--- config.mk ---
export PLATFORM = sky130hd
export DESIGN_NAME = stopwatch_ctrl
export DESIGN_NICKNAME = d
export VERILOG_FILES = /design/src/rtl/stopwatch_pkg.sv /design/src/rtl/edge_pulse.sv /design/src/rtl/stopwatch_ctrl.sv
export SDC_FILE = /design/constraint.sdc
export NUM_CORES = 1
export LEC_CHECK = 0
export BUFFER_PORTS_ARGS = -buffer_cell sky130_fd_sc_hd__buf_4
export CORE_AREA = 2 2 39 41
export CTS_CLUSTER_DIAMETER = 80
export DETAILED_ROUTE_END_ITERATION = 8
export DIE_AREA = 0 0 41 43
export GPL_TIMING_DRIVEN = 1
export PLACE_DENSITY_LB_ADDON = 0.3
export SLEW_MARGIN = 20
export SYNTH_ARGS = -nofsm -noshare
export SYNTH_HDL_FRONTEND = slang
export SYNTH_SLANG_ARGS = --single-unit
--- constraint.sdc ---
create_clock -name clk -period 2.05 [get_ports clk]
set_clock_uncertainty 0.2 [all_clocks]
set_input_delay 0.3075 -clock clk [delete_from_list [all_inputs] [get_ports clk]]
set_output_delay 0.3075 -clock clk [all_outputs]
set_load 0.01 [all_outputs]
--- src/rtl/stopwatch_pkg.sv ---
// Shared types and constants for the stopwatch control slice.
package stopwatch_pkg;

  typedef enum logic [1:0] {
    IDLE,
    RUN,
    PAUSED,
    ADJUST
  } sw_state_t;

  // Adjust-tick strobes per field increment (2 Hz tick -> 1 Hz increment).
  localparam int unsigned ADJ_DIV_DEFAULT = 2;

endpackage

--- src/rtl/edge_pulse.sv ---
// One-bit rising-edge detector on a debounced button level.
// The previous-level register resets to 1, so a button held through reset
// release produces no event until it is released and pressed again.
// The pulse is registered: a press sampled on one edge is visible after it.
module edge_pulse (
  input  logic clk,
  input  logic rst_n,
  input  logic level,
  output logic pulse
);

  logic prev;

  // Track the previous level and flag a 0 -> 1 transition.
  always_ff @(posedge clk or negedge rst_n) begin
    if (!rst_n) begin
      prev  <= 1'b1;
      pulse <= 1'b0;
    end else begin
      prev  <= level;
      pulse <= level & ~prev;
    end
  end

endmodule

--- src/rtl/stopwatch_ctrl.sv ---
// Stopwatch mode controller: turns debounced button levels into press events,
// holds the IDLE/RUN/PAUSED/ADJUST state machine, divides the adjust tick and
// drives registered run/clear/increment/blink outputs for the time counter.
module stopwatch_ctrl
  import stopwatch_pkg::*;
#(
  parameter int unsigned ADJ_DIV = ADJ_DIV_DEFAULT
) (
  input  logic clk,
  input  logic rst_n,
  input  logic pause_db,
  input  logic reset_db,
  input  logic adj_sw,
  input  logic sel_sw,
  input  logic adj_tick,
  output logic run_en,
  output logic clear,
  output logic inc_sec,
  output logic inc_min,
  output logic blink_sec,
  output logic blink_min
);

  localparam int unsigned CW = (ADJ_DIV > 1) ? $clog2(ADJ_DIV) : 1;
  localparam logic [CW-1:0] DIV_LAST = CW'(ADJ_DIV - 1);

  sw_state_t     state, state_nxt;
  logic          pause_ev, reset_ev;
  logic [CW-1:0] div_cnt, div_cnt_nxt;
  logic          inc_sec_nxt, inc_min_nxt;

  edge_pulse u_pause_edge (
    .clk   (clk),
    .rst_n (rst_n),
    .level (pause_db),
    .pulse (pause_ev)
  );

  edge_pulse u_reset_edge (
    .clk   (clk),
    .rst_n (rst_n),
    .level (reset_db),
    .pulse (reset_ev)
  );

  // Next-state: adjust switch dominates, then reset press, then pause press.
  always_comb begin
    state_nxt = state;
    unique case (state)
      ADJUST: begin
        if (!adj_sw) state_nxt = PAUSED;
      end
      default: begin
        if (adj_sw)        state_nxt = ADJUST;
        else if (reset_ev) state_nxt = IDLE;
        else if (pause_ev) state_nxt = (state == RUN) ? PAUSED : RUN;
      end
    endcase
  end

  // Adjust divider: counts ticks only while in ADJUST, held at zero otherwise
  // so every ADJUST entry starts a fresh divide.
  always_comb begin
    div_cnt_nxt = div_cnt;
    inc_sec_nxt = 1'b0;
    inc_min_nxt = 1'b0;
    if (state != ADJUST) begin
      div_cnt_nxt = '0;
    end else if (adj_tick) begin
      if (div_cnt == DIV_LAST) begin
        div_cnt_nxt = '0;
        inc_sec_nxt = ~sel_sw;
        inc_min_nxt = sel_sw;
      end else begin
        div_cnt_nxt = div_cnt + 1'b1;
      end
    end
  end

  // State, divider and output registers.
  always_ff @(posedge clk or negedge rst_n) begin
    if (!rst_n) begin
      state     <= IDLE;
      div_cnt   <= '0;
      run_en    <= 1'b0;
      clear     <= 1'b0;
      inc_sec   <= 1'b0;
      inc_min   <= 1'b0;
      blink_sec <= 1'b0;
      blink_min <= 1'b0;
    end else begin
      state     <= state_nxt;
      div_cnt   <= div_cnt_nxt;
      run_en    <= (state_nxt == RUN);
      clear     <= reset_ev;
      inc_sec   <= inc_sec_nxt;
      inc_min   <= inc_min_nxt;
      blink_sec <= (state_nxt == ADJUST) & ~sel_sw;
      blink_min <= (state_nxt == ADJUST) & sel_sw;
    end
  end

endmodule

# Word-level counts from Yosys, hierarchy flattened

Cells that the tools add are included.

Output and inout bits: 6
Flip-flop bits (word level): 13
Word-level logic and storage cells: 41
Input port bits: 7

Bitwise operators: 7
Add/subtract/negate cells: 1
Reduce and logical (&&, ||, !) cells: 1
Mux-type cells: 15
Equality and inequality tests: 5

Operators by type and width:

| operator                                       | number |
|---|---|
| 2-to-1 mux 2 bit                               | 6 |
| 2-to-1 mux 1 bit                               | 9 |
| AND 1 bit                                      | 4 |
| == test 2 x 1 -> 1 bit (second input constant) | 2 |
| == test 2 bit (second input constant)          | 2 |
| NOT 1 bit                                      | 3 |
| inequality test 2 bit (second input constant)  | 1 |
| nonzero test 2 bit                             | 1 |
| adder 1 bit (second input constant)            | 1 |

# Longest topological paths before layout

Depth after elaboration: 8
Depth in mapped cells: 2
Gate-level depth less buffers: 2

# Hierarchy

From an unflattened synthesis, not the netlist that was laid out.

Cells, all modules: 30
Area, all modules: 469.2 µm²

Modules (own cells, without submodules):

| module         | area each (µm²) | sequential area each (µm²) | cells each | instances |
|---|---|---|---|---|
| stopwatch_ctrl | 339.1           | 225.2                      | 24         | 1 |
| edge_pulse     | 65.1            | 51.3                       | 3          | 2 |

# Worst setup path after synthesis

OpenSTA, ideal clock, no wires.

Kind: register to register
Start: register state[1]
End: register run_en
Arrival time: 1038 ps
Library setup time: 77 ps
Setup slack: 735 ps
Path buffers: 0
Period minus slack after synthesis: 1315 ps
Data required time: 1773 ps
Stages on the path, launching flop included: 3
Path through: dfrtp_1 -> or4b_1 -> a21oi_1

Cells in the longest elaborated chain, start to end: 7
Elaborated cells between the ends (all ways): 9

Ends and longest elaborated chain:

| element                       | RTL line             | text |
|---|---|---|
| start, declared               | stopwatch_ctrl.sv:27 | `sw_state_t state, state_nxt;` |
| start signal, assigned        | stopwatch_ctrl.sv:92 | `state <= state_nxt;` |
| == test 2 x 1 -> 1 bit        | stopwatch_ctrl.sv:56 | `else if (pause_ev) state_nxt = (state == RUN) ? PAUSED : RUN;` |
| 2-to-1 mux 2 bit (2 in a row) | stopwatch_ctrl.sv:56 |  |
| 2-to-1 mux 2 bit              | stopwatch_ctrl.sv:55 | `else if (reset_ev) state_nxt = IDLE;` |
| 2-to-1 mux 2 bit              | stopwatch_ctrl.sv:54 | `if (adj_sw) state_nxt = ADJUST;` |
| 2-to-1 mux 2 bit *            | stopwatch_ctrl.sv:49 | `unique case (state)` |
| == test 2 x 1 -> 1 bit *      | stopwatch_ctrl.sv:94 | `run_en <= (state_nxt == RUN);` |
| end signal, assigned          | stopwatch_ctrl.sv:94 |  |
| end, declared                 | stopwatch_ctrl.sv:16 | `output logic run_en,` |

Mark *: on every way between the ends. The rest lies on a longest branch, timed or not.
A chain may end at the register's enable or synchronous reset.

# Worst setup path in the final report

Same ends and word-level chain as after synthesis.

==> flow_summary.ini <==
[power_and_ir_drop]
switchingPower_uw = 106
vdd.ir_drop.worst_uv = 287
p_int_uw = 378
fin_total_pwr_uw = 484
p_seq_frac = 0.583
power.share.switching = 0.219
clockPowerShare = 0.315
power.combinational.fraction = 0.102
power-per-cell-area_mw_per_mm2 = 781
leakage_nw = 0.300

[detailed_routing]
drtAntennaViolNets = 0
remaining_drc_errors = 0
drt_pass1_iterations = 2
drt_iter0_markers = 1
totalWireLength_um = 691
routedWlPerCell_um = 10.5
detailroute.via_count = 287
vias_per_inst = 4.35

[synthesis]
synth_cells = 30
syn_avg_cell_area_sq_um = 14.8
seq_cells_post_synth = 13
synth.top_cells.by_area = sky130_fd_sc_hd__dfrtp_1 (62%), sky130_fd_sc_hd__dfstp_2 (12%), sky130_fd_sc_hd__nor2b_1 (5.6%)
seq_area_frac_synth = 0.740
synthDominantAreaCellType = sky130_fd_sc_hd__dfrtp_1
number_of_distinct_library_cell_variants_in_the_gate_level_netlist_after_synthesis = 15
cell_area_synth_sq_um = 443
post_synth_xor_area_fraction = 0.0198
synth.net_count = 37
synth-adder-area-share = 0
multiplexer_share_of_the_synthesized_area = 0
synth.yosys.warnings = 0
main_combinational_cell_family_by_area_after_synthesis = simple AND/OR/NAND/NOR gates
synth_simple_gate_area_share = 0.178
synth_compound_area_frac = 0.0537
synth_top_area_frac = 0.621

[floorplanning]
io_pins = 13
core.rowCount = 14
die_w_um = 41
core_region_area_sq_mm = 0.00138
floorplan.die_area_sq_mm = 0.00176
floorplan.die.height_um = 43
start_util = 0.320

[grt]
grt_start_max_net_pins = 14
first_global_vias = 299
global_route_wire_length_before_repair_mm = 1.17
grt_usage = 0.105
grt_antenna_before_repair = 0
grt_ovf = 0

[placed_design]
port_buffers = 12
place_worst_setup_slack_ps = 689
hpwlAfterDp_um = 499
gp_routability_congestion = 0.659

[clock_network]
clockRootBuffer = sky130_fd_sc_hd__clkbuf_4
htreeDepth = 1
cts_repair_resize_count = 0
clock_latency_ps = 270
cts-hold-fix-buffers = 3
cts.sinks = 13
cts_buffer_depth = 2
worst_setup_hold_path_clk_slew_ps = 70
cts_tree = yes
cts_inserted_buffers = 3
cts_setup_buffers = 0

[worst_hold_path]
min_path_cells = 2
holdPathEnd = run_en$_DFF_PN0_
hp-start = adj_sw
hold_class = input port to flip-flop

[layout]
fraction_of_layout_instances_using_a_drive_strength_above_1 = 0.400
finalNetCount = 58
final_core_util = 0.448
insertedDiodeCount = 0
register_area_sq_um = 328
footprint_of_the_multi_input_gates_sq_um = 111
n_fill_cell = 136
synthToLayoutAreaGrowth_pct = 39.8

[worst_setup_path]
worst-r2r-cell-count = 2
reg2reg_from = state[1]$_DFF_PN0_
timing.rr.end = run_en$_DFF_PN0_
worst_setup_path_start_kind = flip-flop
critPathKind = flip-flop to flip-flop
timing.reg2reg.setup_slack_ps = 660
cp_data_required_time_ps = 2050
cp-end-kind = flip-flop
crit_fanout = 4
critical_path_arrival_ps = 1390

[timing]
rsz_0062_raised_after_global_routing = false
transition_time_at_the_pin_with_the_least_slew_margin_ps = 164
timing.hold.ws_ps = 11.6
max_slew_margin = 0.890
final_hold_viol_count = 0
setup-tns-final_ps = 0
postLayoutSetupSlackWorst_ps = 664
post-route-period-util = 0.676
final_max_slew_viol_count = 0
finalSetupViolations = 0
fmax_mhz = 722
period_minus_slack_ps = 1390

[flow_run]
max_cap_violations = 0

[run_status]
outcome = completed
kinds of logic after synthesis:
group / count (synthesis)
flip-flops: 13
XOR/XNOR: 1
buffers and inverters: 1
AO/OA/AOI/OAI: 3
AND/OR/NAND/NOR: 12
power by group through the flow:
stage	registers (mW)	logic, mW	clock network, mW
global route	0.284	0.0557	0.175
floorplan	0.287	0.0158	0
finish	0.282	0.0493	0.153
CTS	0.282	0.0492	0.160
global placement	0.286	0.0435	0
detailed placement	0.287	0.0442	0
final cells by class:
type	count	share of cell area
sequential	13	0.529
timing repair buffer	16	0.210
multi-input combinational	16	0.180
clock buffer	4	0.0424
tap	16	0.0323
inverter	1	0.00606
layer usage:
| metal | up-vias | global-route usage | share of wire |
|---|---|---|---|
| li1 | 141 | - | - |
| met1 | 131 | 0.117 | 0.42 |
| met2 | 13 | 0.156 | 0.47 |
| met3 | 2 | 0.0314 | 0.080 |
| met4 | 0 | 0.0800 | 0.026 |
| met5 | - | 0 | 0 |
per-stage QoR:
stage | cell area [sq um] | cells
floorplan | 443 | 30
global placement | 553 | 58
detailed placement | 553 | 58
CTS | 609 | 65
global route | 619 | 66
finish | 619 | 66
critical path, cell delays in order (launching register included):
cell and delay (ps):
sky130_fd_sc_hd__dfrtp_1 420, sky130_fd_sc_hd__or4b_1 550, sky130_fd_sc_hd__a21oi_1 150
worst max-delay path by stage:
stage | start | endpoint | slack (ps) | cells after the start
6_report | state[1]$_DFF_PN0_ | run_en$_DFF_PN0_ | 660 | 2
5_1_grt | state[1]$_DFF_PN0_ | run_en$_DFF_PN0_ | 620 | 2
4_1_cts | state[1]$_DFF_PN0_ | run_en$_DFF_PN0_ | 670 | 2
3_5_place_dp | state[1]$_DFF_PN0_ | run_en$_DFF_PN0_ | 690 | 2
3_3_place_gp | state[1]$_DFF_PN0_ | run_en$_DFF_PN0_ | 710 | 2
2_1_floorplan | state[1]$_DFF_PN0_ | run_en$_DFF_PN0_ | 730 | 2
cells in the mapped netlist (all sizes together):
library cell,instances
or4b,1
a221o,1
nand3b,1
dfstp,2
o21bai,1
xor2,1
or3b,1
nor2,2
a21oi,1
and2,1
nand4,1
inv,1
and3,1
nor2b,4
dfrtp,11
state kept, by name, indices dropped and copies added, names as in the netlist:
signal and cells:
u_reset_edge.prev 1, blink_min 1, run_en 1, u_reset_edge.pulse 1
inc_sec 1, state 2, clear 1, u_pause_edge.prev 1
u_pause_edge.pulse 1, blink_sec 1, inc_min 1, div_cnt 1
cell usage in the layout (no fill, tap or decap):
master and instances:
sky130_fd_sc_hd__nand3b_1 1, sky130_fd_sc_hd__or4b_1 1, sky130_fd_sc_hd__a21oi_1 1, sky130_fd_sc_hd__and2_1 1
sky130_fd_sc_hd__inv_1 1, sky130_fd_sc_hd__dfstp_2 2, sky130_fd_sc_hd__or3b_2 1, sky130_fd_sc_hd__xor2_1 1
sky130_fd_sc_hd__and3_2 1, sky130_fd_sc_hd__nand4_1 1, sky130_fd_sc_hd__o21bai_1 1, sky130_fd_sc_hd__buf_4 12
sky130_fd_sc_hd__clkbuf_1 1, sky130_fd_sc_hd__nor2b_1 4, sky130_fd_sc_hd__a221o_2 1, sky130_fd_sc_hd__clkbuf_4 3
sky130_fd_sc_hd__dfrtp_1 11, sky130_fd_sc_hd__nor2_1 2, sky130_fd_sc_hd__dlygate4sd3_1 4
Note: power is estimated with default switching activity, not from simulation.
